`src/rtl/loader_pkg.sv`:
```
// ----------------------------------------------------------------------------
// loader_pkg
// Shared definitions for the boot-time program loader.
//   state_t        : loader FSM states
//   HEADER_BYTES   : count bytes that precede the payload
//   BYTES_PER_WORD : bytes packed into each instruction word
//   COUNT_WIDTH    : width of the word-count field in the header
//   rx_ready_for() : the states in which the loader accepts stream bytes
// ----------------------------------------------------------------------------
package loader_pkg;

   typedef enum logic [2:0] {
      IDLE,
      COUNT_LO,
      COUNT_HI,
      DATA,
      CHECK,
      DONE_ST,
      ERROR_ST
   } state_t;

   localparam int HEADER_BYTES   = 2;
   localparam int BYTES_PER_WORD = 4;
   localparam int COUNT_WIDTH    = 16;

   // The stream is accepted in every state that consumes a byte of the
   // stream, and in no other state.
   function automatic logic rx_ready_for(input state_t s);
      return s inside {COUNT_LO, COUNT_HI, DATA, CHECK};
   endfunction

endpackage

```
`src/rtl/program_loader_if.sv`:
```
// ----------------------------------------------------------------------------
// program_loader_if
// Groups the byte-stream handshake and the instruction-memory write port.
//   RX_DATA / RX_VALID / RX_READY : byte stream into the loader
//   IM_WE / IM_ADDR / IM_DATA     : one-word-per-strobe instruction-memory write
// Modports:
//   master : stream source and memory side (drives RX_DATA, RX_VALID)
//   slave  : the loader (drives RX_READY and the memory write port)
// ----------------------------------------------------------------------------
interface program_loader_if #(
   parameter int ADDR_WIDTH = 10
);

   logic [7:0]            RX_DATA;
   logic                  RX_VALID;
   logic                  RX_READY;
   logic                  IM_WE;
   logic [ADDR_WIDTH-1:0] IM_ADDR;
   logic [31:0]           IM_DATA;

   modport master (
      output RX_DATA, RX_VALID,
      input  RX_READY, IM_WE, IM_ADDR, IM_DATA
   );

   modport slave (
      input  RX_DATA, RX_VALID,
      output RX_READY, IM_WE, IM_ADDR, IM_DATA
   );

endinterface

```
`src/rtl/loader_byte_pack.sv`:
```
// ----------------------------------------------------------------------------
// loader_byte_pack
// Packs accepted stream bytes into 32-bit little-endian words {b3,b2,b1,b0}.
//   clk, rst   : clock, asynchronous active-high reset
//   clear      : restart at lane 0 (used when a new load is armed)
//   accept     : rx_byte is consumed this cycle
//   rx_byte    : stream byte
//   word_ready : lane 3 is being accepted this cycle (one-cycle strobe)
//   word       : complete word, valid while word_ready is high
// ----------------------------------------------------------------------------
module loader_byte_pack
   import loader_pkg::*;
(
   input  logic        clk,
   input  logic        rst,
   input  logic        clear,
   input  logic        accept,
   input  logic [7:0]  rx_byte,
   output logic        word_ready,
   output logic [31:0] word
);

   localparam logic [1:0] LAST_LANE = 2'(BYTES_PER_WORD - 1);

   logic [1:0]  lane;
   // Only lanes 0..2 need storage: lane 3 is taken straight from the input
   // so the word is available in the same cycle its last byte arrives.
   logic [23:0] pack;

   // NOTE: sequential state uses non-blocking assignments so every flop
   // samples pre-edge values, independent of process evaluation order.
   always_ff @(posedge clk or posedge rst) begin
      if (rst) begin
         lane <= '0;
         pack <= '0;
      end else if (clear) begin
         lane <= '0;
         pack <= '0;
      end else if (accept) begin
         lane <= lane + 2'd1;
         case (lane)
            2'd0:    pack[7:0]   <= rx_byte;
            2'd1:    pack[15:8]  <= rx_byte;
            2'd2:    pack[23:16] <= rx_byte;
            default: ;
         endcase
      end
   end

   assign word_ready = accept && (lane == LAST_LANE);
   assign word       = {rx_byte, pack};

endmodule

```
`src/rtl/program_loader.sv`:
```
// ----------------------------------------------------------------------------
// program_loader
// Boot-time writer for the CPU instruction memory. Parses a byte stream of
// count_lo, count_hi, 4*N data bytes and an XOR checksum byte, writes each
// packed word to instruction memory and releases the CPU only after the
// checksum matches.
//   CLOCK, RESET  : clock, asynchronous active-high reset
//   START         : one-cycle pulse arming a load (ignored while BUSY)
//   bus           : stream handshake and instruction-memory write port
//   CPU_RESET     : held high until a load completes cleanly
//   CPU_ENABLE    : high only after a clean load
//   BUSY          : load in progress
//   DONE / ERROR  : outcome of the last load
//   WORDS_LOADED  : words written in the current or last load
// ----------------------------------------------------------------------------
module program_loader
   import loader_pkg::*;
#(
   parameter int ADDR_WIDTH = 10
) (
   input  logic                  CLOCK,
   input  logic                  RESET,
   input  logic                  START,
   program_loader_if.slave       bus,
   output logic                  CPU_RESET,
   output logic                  CPU_ENABLE,
   output logic                  BUSY,
   output logic                  DONE,
   output logic                  ERROR,
   output logic [ADDR_WIDTH:0]   WORDS_LOADED
);

   // Capacity in words; one bit wider than the count so 2^16 is representable.
   localparam logic [COUNT_WIDTH:0] MAX_WORDS = (COUNT_WIDTH + 1)'(2 ** ADDR_WIDTH);

   state_t                 state;
   state_t                 state_nxt;
   logic                   rx_ready;
   logic                   transfer;
   logic                   data_accept;
   logic                   arm;
   logic                   enter_done;
   logic                   enter_error;
   logic                   word_ready;
   logic [31:0]            packed_word;
   logic [COUNT_WIDTH-1:0] count;
   logic [COUNT_WIDTH-1:0] count_rx;
   logic                   count_too_big;
   logic                   last_word;
   logic [7:0]             xor_acc;
   logic                   im_we;
   logic [ADDR_WIDTH-1:0]  im_addr;
   logic [31:0]            im_data;

   assign rx_ready    = rx_ready_for(state);
   assign transfer    = bus.RX_VALID && rx_ready;
   assign data_accept = transfer && (state == DATA);

   // Full count as it will be once the high byte currently on the bus lands.
   assign count_rx      = {bus.RX_DATA, count[7:0]};
   assign count_too_big = {1'b0, count_rx} > MAX_WORDS;
   // The word being completed now is the last one when it brings the total to N.
   assign last_word     = ((COUNT_WIDTH + 1)'(WORDS_LOADED) + 1'b1) == {1'b0, count};

   assign bus.RX_READY = rx_ready;
   assign bus.IM_WE    = im_we;
   assign bus.IM_ADDR  = im_addr;
   assign bus.IM_DATA  = im_data;

   loader_byte_pack u_pack (
      .clk        (CLOCK),
      .rst        (RESET),
      .clear      (arm),
      .accept     (data_accept),
      .rx_byte    (bus.RX_DATA),
      .word_ready (word_ready),
      .word       (packed_word)
   );

   always_ff @(posedge CLOCK or posedge RESET) begin
      if (RESET) state <= IDLE;
      else       state <= state_nxt;
   end

   // NOTE: every signal written here gets a default first; a path that left
   // one unassigned would infer a latch.
   always_comb begin
      state_nxt   = state;
      arm         = 1'b0;
      enter_done  = 1'b0;
      enter_error = 1'b0;
      case (state)
         IDLE, DONE_ST, ERROR_ST: begin
            if (START) begin
               state_nxt = COUNT_LO;
               arm       = 1'b1;
            end
         end
         COUNT_LO: begin
            if (transfer) state_nxt = COUNT_HI;
         end
         COUNT_HI: begin
            if (transfer) begin
               if (count_too_big) begin
                  state_nxt   = ERROR_ST;
                  enter_error = 1'b1;
               end else if (count_rx == '0) begin
                  state_nxt = CHECK;
               end else begin
                  state_nxt = DATA;
               end
            end
         end
         DATA: begin
            if (word_ready && last_word) state_nxt = CHECK;
         end
         CHECK: begin
            if (transfer) begin
               if (bus.RX_DATA == xor_acc) begin
                  state_nxt  = DONE_ST;
                  enter_done = 1'b1;
               end else begin
                  state_nxt   = ERROR_ST;
                  enter_error = 1'b1;
               end
            end
         end
         default: state_nxt = IDLE;
      endcase
   end

   always_ff @(posedge CLOCK or posedge RESET) begin
      if (RESET) begin
         count        <= '0;
         xor_acc      <= '0;
         im_we        <= 1'b0;
         im_addr      <= '0;
         im_data      <= '0;
         WORDS_LOADED <= '0;
         CPU_RESET    <= 1'b1;
         CPU_ENABLE   <= 1'b0;
         BUSY         <= 1'b0;
         DONE         <= 1'b0;
         ERROR        <= 1'b0;
      end else begin
         im_we <= 1'b0;

         if (arm) begin
            xor_acc      <= '0;
            WORDS_LOADED <= '0;
            CPU_RESET    <= 1'b1;
            CPU_ENABLE   <= 1'b0;
            BUSY         <= 1'b1;
            DONE         <= 1'b0;
            ERROR        <= 1'b0;
         end

         // Header and payload bytes feed the running XOR; the checksum does not.
         if (transfer && state != CHECK) xor_acc <= xor_acc ^ bus.RX_DATA;

         if (transfer && state == COUNT_LO) count[7:0] <= bus.RX_DATA;
         if (transfer && state == COUNT_HI) count[15:8] <= bus.RX_DATA;

         // Registered write keeps RX_READY high, so a new word can start
         // packing while the previous one is being written.
         if (word_ready) begin
            im_we        <= 1'b1;
            im_addr      <= WORDS_LOADED[ADDR_WIDTH-1:0];
            im_data      <= packed_word;
            WORDS_LOADED <= WORDS_LOADED + 1'b1;
         end

         if (enter_done) begin
            BUSY       <= 1'b0;
            DONE       <= 1'b1;
            CPU_RESET  <= 1'b0;
            CPU_ENABLE <= 1'b1;
         end

         // CPU stays held in reset: partially written memory must not run.
         if (enter_error) begin
            BUSY  <= 1'b0;
            ERROR <= 1'b1;
         end
      end
   end

endmodule
```
`src/flat_wrapper.sv`:
```
// flat-port wrapper written by rule: the top's interface ports become plain ports
module program_loader_flat import loader_pkg::*;
#(
   parameter int ADDR_WIDTH = 10
)
  (CLOCK, RESET, START, CPU_RESET, CPU_ENABLE, BUSY, DONE, ERROR, WORDS_LOADED, bus_RX_DATA, bus_RX_VALID, bus_RX_READY, bus_IM_WE, bus_IM_ADDR, bus_IM_DATA);
  program_loader_if #(.ADDR_WIDTH(ADDR_WIDTH)) bus_i ();
  input  logic CLOCK;
  input  logic RESET;
  input  logic START;
  output logic CPU_RESET;
  output logic CPU_ENABLE;
  output logic BUSY;
  output logic DONE;
  output logic ERROR;
  output logic [ADDR_WIDTH:0] WORDS_LOADED;
  input wire logic [$bits(bus_i.RX_DATA)-1:0] bus_RX_DATA;
  input wire logic [$bits(bus_i.RX_VALID)-1:0] bus_RX_VALID;
  output wire logic [$bits(bus_i.RX_READY)-1:0] bus_RX_READY;
  output wire logic [$bits(bus_i.IM_WE)-1:0] bus_IM_WE;
  output wire logic [$bits(bus_i.IM_ADDR)-1:0] bus_IM_ADDR;
  output wire logic [$bits(bus_i.IM_DATA)-1:0] bus_IM_DATA;
  assign bus_i.RX_DATA = bus_RX_DATA;
  assign bus_i.RX_VALID = bus_RX_VALID;
  assign bus_RX_READY = bus_i.RX_READY;
  assign bus_IM_WE = bus_i.IM_WE;
  assign bus_IM_ADDR = bus_i.IM_ADDR;
  assign bus_IM_DATA = bus_i.IM_DATA;
  program_loader #(.ADDR_WIDTH(ADDR_WIDTH)) u_core (.CLOCK(CLOCK), .RESET(RESET), .START(START), .bus(bus_i), .CPU_RESET(CPU_RESET), .CPU_ENABLE(CPU_ENABLE), .BUSY(BUSY), .DONE(DONE), .ERROR(ERROR), .WORDS_LOADED(WORDS_LOADED));
endmodule
```
`config.mk`:
```
export PLATFORM = sky130hd
export DESIGN_NAME = program_loader_flat
export DESIGN_NICKNAME = d
export VERILOG_FILES = /design/src/rtl/loader_pkg.sv /design/src/rtl/program_loader_if.sv /design/src/rtl/loader_byte_pack.sv /design/src/rtl/program_loader.sv /design/src/flat_wrapper.sv
export SDC_FILE = /design/constraint.sdc
export NUM_CORES = 1
export LEC_CHECK = 0
export CORE_MARGIN = 1
export CORE_UTILIZATION = 30
export CTS_BUF_LIST = sky130_fd_sc_hd__clkbuf_2 sky130_fd_sc_hd__clkbuf_4 sky130_fd_sc_hd__clkbuf_8
export CTS_CLUSTER_SIZE = 30
export DETAILED_ROUTE_END_ITERATION = 8
export GPL_TIMING_DRIVEN = 0
export SYNTH_ARGS = -nofsm -noshare
export SYNTH_HDL_FRONTEND = slang
export SYNTH_SLANG_ARGS = --single-unit
```
`constraint.sdc`:
```
create_clock -name CLOCK -period 5.1 [get_ports CLOCK]
set_clock_uncertainty 0.2 [all_clocks]
set_input_delay 0.765 -clock CLOCK [delete_from_list [all_inputs] [get_ports CLOCK]]
set_output_delay 0.765 -clock CLOCK [all_outputs]
set_load 0.02 [all_outputs]
```
Word level (Yosys, flattened, before mapping):

Cells that the tools add are included.

* flip-flop bits (word level): 111
* input port bits: 12
* output and inout port bits: 60
* word-level logic and storage cells: 100

* eq/ne operators: 17
* reductions and logical operators: 25
* magnitude comparators: 1
* multiplexer cells: 37
* bitwise gates (word level): 1
* $add $sub $neg: 3

Operators with widths (number)
* $mux W24: 2
* $mux W8: 5
* $mux W11: 2
* $mux W3: 7
* $eq A17 B16 Y1: 1
* $gt A16 B11 Y1 const B: 1
* $logic_not A16 Y1: 1
* $mux W1: 16
* $reduce_bool A2 Y1: 8
* $pmux W3 S5: 1
* $add A11 B1 Y12 const B: 1
* $add A11 B1 Y11 const B: 1
* $eq A3 B3 Y1 const B: 3
* $eq A8 B8 Y1: 1
* $xor A8 B8 Y8: 1
* $logic_and A1 B1 Y1: 7
* $eq A3 B2 Y1 const B: 2
* $mux W2: 3
* $ne A2 B1 Y1 const B: 3
* $reduce_and A2 Y1: 3
* $reduce_and A5 Y1: 1
* $eq A2 B2 Y1 const B: 2
* $ne A2 B2 Y1 const B: 2
* $reduce_bool A4 Y1: 1
* other kinds (9): 9

Depth between registers and ports, before layout:

* depth after elaboration: 8
* depth in mapped cells: 8
* depth with buffers taken out: 7

Hierarchy:

A second synthesis with hierarchy kept.

* cells, all modules: 477
* area total of the unflattened synthesis: 5471.5 um^2

By module, submodules not included
* program_loader: times used 1, area each 4149.0 um^2, cells an instance 364, sequential area each 2128.3 um^2
* loader_byte_pack: times used 1, area each 1322.5 um^2, cells an instance 113, sequential area each 650.6 um^2

Worst setup path after synthesis:

Ideal clock, no wire load.

* kind: register to register
* start: reg u_core.WORDS_LOADED[0]
* end: reg u_core.state[1]
* required time: 4768 ps
* period minus slack after synthesis: 2309 ps
* setup time: 132 ps
* cell stages (with the launch flop): 8
* arrival time: 1977 ps
* setup slack: 2791 ps
* path buffers: 0
* path through: dfrtp_1 -> ha_1 -> nand3_2 -> o21a_1 -> or3_1 -> a21boi_1 -> o2111a_1 -> o211ai_1

* cells in the longest elaborated chain, start to end: 5

RTL lines
* start: declaration: RTL line program_loader.sv:30 `output logic [ADDR_WIDTH:0] WORDS_LOADED`
* start signal: assignment: RTL line program_loader.sv:170 `WORDS_LOADED <= WORDS_LOADED + 1'b1;`
* $add A11 B1 Y12: RTL line program_loader.sv:63 `assign last_word = ((COUNT_WIDTH + 1)'(WORDS_LOADED) + 1'b1) == {1'b0, count};`
* $eq A17 B16 Y1: RTL line program_loader.sv:63
* $logic_and A1 B1 Y1: RTL line program_loader.sv:115 `if (word_ready && last_word) state_nxt = CHECK;`
* $ne A2 B2 Y1 (no source line)
* $reduce_and A5 Y1 (no source line)
* end signal: assignment: RTL line program_loader.sv:82 `else state <= state_nxt;`
* end: declaration: RTL line program_loader.sv:36 `state_t state;`

No other way between the ends.
A chain may end at the register's enable or synchronous reset.

Final worst setup path:

* start: reg u_core.state[1]
* end: out bus_RX_READY

* cells in the longest elaborated chain, start to end: 2
* elaborated cells on any way between the ends: 5
* those cells by class: 4 x eq/ne; 1 x reduce/logical

RTL lines
* $eq A3 B1 Y1 (tied with other cells): RTL line loader_pkg.sv:29 `return s inside {COUNT_LO, COUNT_HI, DATA, CHECK};`
* $reduce_bool A4 Y1 *: RTL line loader_pkg.sv:29
* end: declaration: RTL line flat_wrapper.sv:19 `output wire logic [$bits(bus_i.RX_READY)-1:0] bus_RX_READY;`

Mark *: on every way between the ends. The rest lies on a longest branch, timed or not.

==> reports/metrics.yaml <==
hold_viol_final: 0
cts_root_buffer: "clkbuf_8"
dp_hpwl_mm: 8.77
cts_made_buffers: 9
syn_avg_cell_area_um2: 9.08
syn_area_um2: 5280
cp_max_fo: 10
ant_nets: 0
cts_setup_buffers: 0
cp_cell_sequence: "buf_6 > nor2_2 > xnor2_1 > clkdlybuf4s50_1"
hold_class: "reg2reg"
layout_setup_ws_ns: 2.15
synthFlopType: "dfrtp_1"
grtUsageTotal_pct: 15.5
worst_skew_pair.late_latency_ns: 0.40
path_delay_family: "buffers and inverters"
p_total_mw: 2.80
globalplace.congestion: 0.791
crit_arrival_ns: 1.98
die_width_um: 135
worstPathRequired_ns: 4.14
cts_tree: "done"
synth_edf_count: 0
maxCapViolCount: 0
vias: 4193
drt_iter0_drc: 364
syn2layout_area_growth_pct: 22.4
grt-ovfl-total: 0
grt_start_max_net_pins: 95
ys_ff_latch: 111
p_leak_nw: 2.89
pre_cts_slack_ns: 1.95
max_slew.worst_pin.slew_ns: 0.708
grt_pass1_vias: 4029
synth-seq-area-share_pct: 52.7
synth_compound_area_share_pct: 10.1
finalCritPeriodShare_pct: 57.8
synth_cell_type_count: 53
ios: 72
clk_pin_slew_ns: 0.11
syn_nets: 598
min_period_ns: 2.95
port_buffers: 65
switchingPower_mw: 1.02
p_int_mw: 1.78
yosys.area_share.simple_pct: 23.3
fmax_mhz: 339
status: "finished, violations left"
drv_slew: 0
wl_mm: 13.2
r2r_setup_slack_ns: 2.53
synth_warnings: 0
power_frac_clock_pct: 20.6
synthXorXnorAreaFrac_pct: 3.82
initial_utilization_pct: 30.6
cts_hold_buf: 0
drc: 1
netlist_instances: 581
end_kind: "output pin"
worst-path-buf-inv: 2
max_stage_delay_ns: 0.63
clock_sinks: 111
vias_per_cell: 4.72
synth-adder-area-share_pct: 1.19
setup_viol: 0
drtPass1Iterations: 6
comb_power_share_pct: 34.6
synth_top_family_by_area: "simple AND/OR/NAND/NOR gates"
ir_worst_vdd_mv: 0.272
crit_type: "reg2out"
core_area_um2: 17200
p_sw_share_pct: 36.5
final_nets: 675
p_seq_share_pct: 44.8
whs_ns: 0.279
failed_checks: "design-rule violations"
die_height_um: 135
num_antenna_cells: 0
cp-start-kind: "flop"
cts_resized: 0
clockBufferDepth: 2
grt_pass1_wl_mm: 21.7
power_density_nw_per_um2: 433
dieArea_um2: 18100
post_drt_wl_per_cell_um: 14.9
synthArstFlopShare_pct: 100
crit_slowest_cell: "clkdlybuf4s50_1"
synth_mux_area_share_pct: 4.36
relSlewSlack_pct: 52.6
layout-drive-gt1-share_pct: 9.20
rsz0062_at_grt: "no"
antenna_found_initial: 0
fp-row-count: 48
cts_htree_levels: 3
[synth_stat cells (all sizes together), types with 3 or more instances]
library cell	number	area [um2]
nand3	28	150
xor2	4	35.0
or2	3	18.8
dfrtp	110	2750
ha	5	62.6
nor2	34	130
clkbuf	23	88.8
nand2b	3	18.8
xnor2	19	166
a21o	3	22.5
o31ai	3	22.5
nor3b	7	57.6
nor4	5	31.3
o21ai	37	185
mux2	16	210
buf	21	124
inv	7	26.3
nor2b	3	18.8
nand2	176	661
nand4	6	37.5
a21oi	31	155
nor3	10	50.1
[power by group through the flow]
stage	sequential [mW]	combinational, mW	clock (mW)
after floorplan	1.27	0.674	0
after global placement	1.27	0.951	0
after detailed placement	1.27	0.962	0
after CTS	1.25	0.970	0.595
after global routing	1.29	1.08	0.630
final	1.25	0.967	0.575
[sequential cells by signal, summed over array words and instances (netlist names)]
register,cells
u_core.u_pack.lane,2
u_core.u_pack.pack,24
u_core.count,16
u_core.bus.IM_ADDR,10
u_core.xor_acc,8
u_core.BUSY,1
u_core.WORDS_LOADED,11
u_core.CPU_ENABLE,1
u_core.CPU_RESET,1
u_core.ERROR,1
u_core.bus.IM_DATA,32
u_core.bus.IM_WE,1
u_core.state,3
[worst reg2reg max path, cell delays in order (launching register included)]
cell and delay (ns):
dfrtp_1 0.54, ha_1 0.34, nand3_2 0.25, o21a_1 0.26
or3_1 0.34, a21boi_1 0.16, o2111a_1 0.27, o21ai_0 0.12
[path summary, 6_finish.rpt]
path	startpoint	endpoint	depth (start not counted)
worst min-delay path	u_core.u_pack.pack[7]$_DFFE_PP0P_	u_core.bus.IM_DATA[7]$_DFFE_PP0P_	2
min in group asynchronous	RESET	u_core.bus.IM_ADDR[8]$_DFFE_PP0P_	2
max in group asynchronous	RESET	u_core.WORDS_LOADED[1]$_DFFE_PP0P_	3
worst max register to register	u_core.WORDS_LOADED[0]$_DFFE_PP0P_	u_core.state[0]$_DFFE_PP0P_	7
worst min register to register	u_core.u_pack.pack[7]$_DFFE_PP0P_	u_core.bus.IM_DATA[7]$_DFFE_PP0P_	2
worst max-delay path	u_core.state[1]$_DFFE_PP0P_	bus_RX_READY	4
[routing by layer]
metal | global-route usage [%] | share of wire [%] | wire (um)
met2 | 22.0 | 44 | 5830
met1 | 23.2 | 51 | 6690
met4 | 5.06 | 0.97 | 128
met5 | 0 | 0 | 0
met3 | 3.30 | 4.5 | 599
[cell usage in the layout, fill, tap and decap left out, types with 19 or more instances in the layout]
cell / instances
nand2_1: 176
dfrtp_1: 110
clkdlybuf4s50_1: 65
o21ai_0: 37
nor2_1: 33
a21oi_1: 31
nand3_1: 26
clkbuf_1: 21
xnor2_1: 19
[cell families after synthesis]
logic type	count (synthesis)
AOI/OAI and AO/OA	90
muxes	18
and+or+nand+nor	283
DFF	111
adders and majority gates	5
buffers and inverters	51
xor gates and xnor gates	23
[area by class of cell]
| class | instances | area [um2] |
|---|---|---|
| Clock buffer | 10 | 138 |
| Buffer | 44 | 213 |
| Timing Repair Buffer | 66 | 678 |
| Sequential cell | 111 | 2780 |
| Fill cell | 1752 | 10800 |
| Clock inverter | 6 | 78.8 |
| Inverter | 7 | 31.3 |
| Tap cell | 225 | 282 |
| Multi-Input combinational cell | 419 | 2260 |
[metrics by stage]
stage,instance area [um2],cells,TNS [ns],utilization (%)
floorplan,5280,581,0,-
global placement,6210,871,-63.33,36.0
detailed placement,6240,872,0,36.2
CTS,6460,888,0,37.5
global route,6460,888,0,37.5
finish,6460,888,0,37.5
(Power assumes the default switching activity.)
